File: config.mk
export PLATFORM = sky130hd
export DESIGN_NAME = counter_vga
export DESIGN_NICKNAME = d
export VERILOG_FILES = /design/src/rtl/vga_pkg.sv /design/src/rtl/counter_vga.sv
export SDC_FILE = /design/constraint.sdc
export NUM_CORES = 1
export LEC_CHECK = 0
export ABC_AREA = 1
export CAP_MARGIN = 0
export CORE_ASPECT_RATIO = 1.5
export CORE_MARGIN = 5
export CORE_UTILIZATION = 55
export DETAILED_ROUTE_END_ITERATION = 16
export PLACE_DENSITY = 0.85
export SYNTH_ARGS = -nofsm -noshare
export SYNTH_HDL_FRONTEND = slang
export SYNTH_SLANG_ARGS = --single-unit
File: constraint.sdc
create_clock -name clk -period 3.3 [get_ports clk]
set_input_delay 0.825 -clock clk [delete_from_list [all_inputs] [get_ports clk]]
set_output_delay 0.825 -clock clk [all_outputs]
set_load 0.03 [all_outputs]
File: src/rtl/vga_pkg.sv
// Shared definitions for the VGA path: divider helpers and 640x480@60 timing.
package vga_pkg;

    // Horizontal timing, in pixel clocks.
    localparam int H_VISIBLE = 640;
    localparam int H_FRONT   = 16;
    localparam int H_SYNC    = 96;
    localparam int H_BACK    = 48;
    localparam int H_TOTAL   = H_VISIBLE + H_FRONT + H_SYNC + H_BACK;

    // Vertical timing, in lines.
    localparam int V_VISIBLE = 480;
    localparam int V_FRONT   = 10;
    localparam int V_SYNC    = 2;
    localparam int V_BACK    = 33;
    localparam int V_TOTAL   = V_VISIBLE + V_FRONT + V_SYNC + V_BACK;

    // Counter width able to hold 0..n-1, never narrower than one bit.
    function automatic int clog2_min1(input int n);
        int w;
        w = (n <= 1) ? 1 : $clog2(n);
        return w;
    endfunction

    // The divider only supports even ratios of two or more (50 % duty).
    function automatic bit div_is_legal(input int div);
        return (div >= 2) && ((div % 2) == 0);
    endfunction

endpackage

File: src/rtl/counter_vga.sv
// Pixel-clock generator: divides clk by an even ratio into a 50 % duty
// clk_vga, a one-cycle pixel-enable strobe on its rising edge, and a
// free-running divider bus.
module counter_vga
    import vga_pkg::*;
#(
    parameter int DIV   = 2,
    parameter int CNT_W = 32
) (
    input  logic             clk,
    input  logic             rst_n,
    output logic             clk_vga,
    output logic             clk_vga_en,
    output logic [CNT_W-1:0] clkdiv
);

    localparam int HALF   = DIV / 2;
    localparam int HCNT_W = clog2_min1(HALF);
    localparam logic [HCNT_W-1:0] HCNT_TC = HCNT_W'(HALF - 1);

    // Reject unsupported ratios while elaborating rather than silently
    // producing a skewed duty cycle.
    generate
        if (!div_is_legal(DIV)) begin : g_bad_div
            $error("counter_vga: DIV must be even and at least 2");
        end
    endgenerate

    logic [HCNT_W-1:0] hcnt_q, hcnt_d;
    logic              clk_vga_q, clk_vga_d;
    logic              clk_vga_en_q, clk_vga_en_d;
    logic [CNT_W-1:0]  clkdiv_q, clkdiv_d;
    logic              hcnt_tc;

    assign hcnt_tc = (hcnt_q == HCNT_TC);

    // Next-state: half-period counter toggles clk_vga at terminal count;
    // the strobe fires only on the toggle that takes clk_vga high.
    always_comb begin
        hcnt_d       = hcnt_q + HCNT_W'(1);
        clk_vga_d    = clk_vga_q;
        clk_vga_en_d = 1'b0;
        clkdiv_d     = clkdiv_q + CNT_W'(1);
        if (hcnt_tc) begin
            hcnt_d       = '0;
            clk_vga_d    = ~clk_vga_q;
            clk_vga_en_d = ~clk_vga_q;
        end
    end

    // State registers; asynchronous reset truncates any phase in progress.
    always_ff @(posedge clk or negedge rst_n) begin
        if (!rst_n) begin
            hcnt_q       <= '0;
            clk_vga_q    <= 1'b0;
            clk_vga_en_q <= 1'b0;
            clkdiv_q     <= '0;
        end else begin
            hcnt_q       <= hcnt_d;
            clk_vga_q    <= clk_vga_d;
            clk_vga_en_q <= clk_vga_en_d;
            clkdiv_q     <= clkdiv_d;
        end
    end

    assign clk_vga    = clk_vga_q;
    assign clk_vga_en = clk_vga_en_q;
    assign clkdiv     = clkdiv_q;

endmodule

==> results.md <==
* Outcome: completed
* Initial core utilization at a little under three fifths
* Largest net degree at the start of global routing at 34
* Row cnt at 25
* Pleak at about 1.0 nW
* CP Launch Type: flip-flop
* Met2 GRT Util at 34.19%
* Post_cts resized at 0
* Initial antenna violation count at 0
* Switching Power at ~0.16 mW
* Finished layout cell area at roughly 2300 um^2
* Clock Skews at ~8.2 ps
* Slew HR at between 70% and 80%
* Root buffer cell: clkbuf_8
* Final WL at 3879 um
* Layout Cells excl Fill at approximately 310
* Global routing's busiest layer: met2
* Synth Cell Area at 1760 um^2
* Final period util at between 60% and 70%
* Core ar. at 3128 um^2
* Cell family with most CP delay: buffers and inverters
* Synth Area in Compound Gates at 0%
* Worst-Margin Slew at around 410 ps
* Met1 Resource Use GR at slightly above 20%
* Final core occ at between 70 and 80%
* # fillers at ~240
* CTS Buffer Depth at 2
* Grt met3 use at under 10%
* PnR Total Power at 0.7958 mW
* Tmin final at 2294 ps
* Final setup margin at ~1000 ps
* CP Data Required Time at ~2500 ps
* Worst vdd ir at 0.0003405 V
* Hold-fix buffers, CTS at 0
* Post-place instance area at between 2000 and 2500 um^2
* Max FO, Critical Path at 6
* Simple logic cell fraction of the synthesized area at approximately two fifths
* CP bufs+invs at 1
* DIE HEIGHT at about 79 um
* I/O Buffers at 35
* Ports at 36
* Xor and xnor area share after synthesis at 7.463%
* H-Tree Depth at 2
* RSZ-0062 raised after global routing: false
* Yosys cell types at 14
* # Max-Cap Violations at 0
* Share of power burned in registers at 50.8%
* Arrival time at the worst endpoint at approximately 1500 ps
* Inst Count DP at a little under 300
* Comb power frac at under 10%
* Clk_lat worst skew at slightly below 300 ps
* Commonest non-fill, non-tap cell in the layout: nand2_1
* HPWL Detailed at about 3000 um
* Die X-Extent at roughly 56 um
* Layout cells sized above 1 at roughly a tenth
* Sw Ratio at roughly a fifth
* Area grow syn2layout at 29.28%
* Yosys warns at 0
* Drt drc at 0
* Global-route wire length before repair at between 6000 and 7000 um
* Routed Antenna Nets at 0
* CP Class: reg2out
* Vias at ~1500
* WL/cell at between 10 and 15 um
* Antenna cells at 0
* R2R setup slack at ~1900 ps
* CTS tree: yes
* Postcts setup bufs at 0
* Post-Syn Instances at 223
* Remaining global-route overflow at 0
* Final setup viols at 0
* Synth Area in Adders at 0.7107%
* Total CTS buffers at 5
* Most frequent cells in the layout: nand2_1, clkdlybuf4s50_1, dfrtp_1
* Mux cell area share after synthesis at 0%
* Worst setup EP type: output port
* Setup TNS at 0 ps
* CP Cell Sequence: clkdlybuf4s50_1
* Post-synthesis register bit count at 33
* Int Pwr at ~0.63 mW
* Final nets at between 200 and 300
* Synth Net Count at between 200 and 250
* CP peak stage delay at 710 ps
* Vias per cell at ~5
* Power per cell area at ~350 nW/um^2
* Initial DRC count at 23
* CP max stage cell: clkdlybuf4s50_1
* Clock power share at 48.0%
* Sequential cell area fraction in the yosys report at approximately 47%
* Final hold violation count at 0
* Vias in the first global route at ~1600
* Largest family of logic cells by synthesized area: simple AND/OR/NAND/NOR gates
* Worst hold path type: reg2reg
* Max-slew violations at 0
* Clock-pin slew on the worst setup and hold paths at 70 ps
* Worst slack at placement at between 1000 and 1500 ps
* Die area at 4456 um^2
* Avg Cell Area, Syn at approximately 7.9 um^2
* Clock Sinks at 33
* GRT Util Overall at between 20% and 30%
* Achievable Freq at between 0.4 and 0.5 GHz
* Drt first pass iters at 4
* Placer Congestion at a little over 0.9
* Final hold slack at 442.7 ps
[cell families (layout without fill, tap and decap cells)]
| group | Yosys count | in the layout |
|---|---|---|
| buf+inv | 21 | 64 |
| simple gates | 153 | 153 |
| xor+xnor | 15 | 15 |
| flops | 33 | 33 |
| fa+ha+maj | 1 | 1 |
[layer usage]
metal	wire (um)	part of all wire, %
met1	1473	38
met2	1969	51
met3	203	5.2
met4	233	6.0
met5	0	0
[synth_stat cells (all sizes together)]
master  count  share of area, %
xnor2       4               2.0
nand2      96                22
inv        20               4.3
nand3       7               2.0
xor2       11               5.5
nor2       42                13
dfrtp      33                47
nand3b      8               3.4
buf         1              0.43
ha          1              0.71
[area by class of cell]
| type | count | area, um^2 | share of cell area [%] |
|---|---|---|---|
| Multi-Input combinational cell | 169 | 852.1 | 37.44 |
| Timing Repair Buffer | 36 | 357.8 | 15.72 |
| Sequential cell | 33 | 825.8 | 36.28 |
| Clock buffer | 5 | 68.82 | 3.024 |
| Tap cell | 40 | 50.05 | 2.199 |
| Clock inverter | 3 | 46.29 | 2.034 |
| Inverter | 20 | 75.07 | 3.299 |
[registers in the layout, summed over array words and instances, names as in the netlist]
register and flops:
clkdiv 32, clk_vga 1
[power by group through the flow]
stage	clock network (mW)	registers [mW]	logic, mW
floorplan	0	0.412	0.000000408
global placement	0	0.412	0.00995
detailed placement	0	0.412	0.0100
CTS	0.393	0.404	0.0100
global route	0.407	0.404	0.0115
finish	0.382	0.404	0.00931
[path summary, 6_finish.rpt]
kind | start | end | cells after the start
max reg2reg | clkdiv[0] | clkdiv[22] | 8
min reg2reg | clk_vga | clk_vga | 1
max | clkdiv[27] | clkdiv[27] | 1
min in group asynchronous | rst_n | clkdiv[8] | 2
min | clk_vga | clk_vga | 1
max in group asynchronous | rst_n | clkdiv[14] | 2
Note: power is estimated with default switching activity, not from simulation.
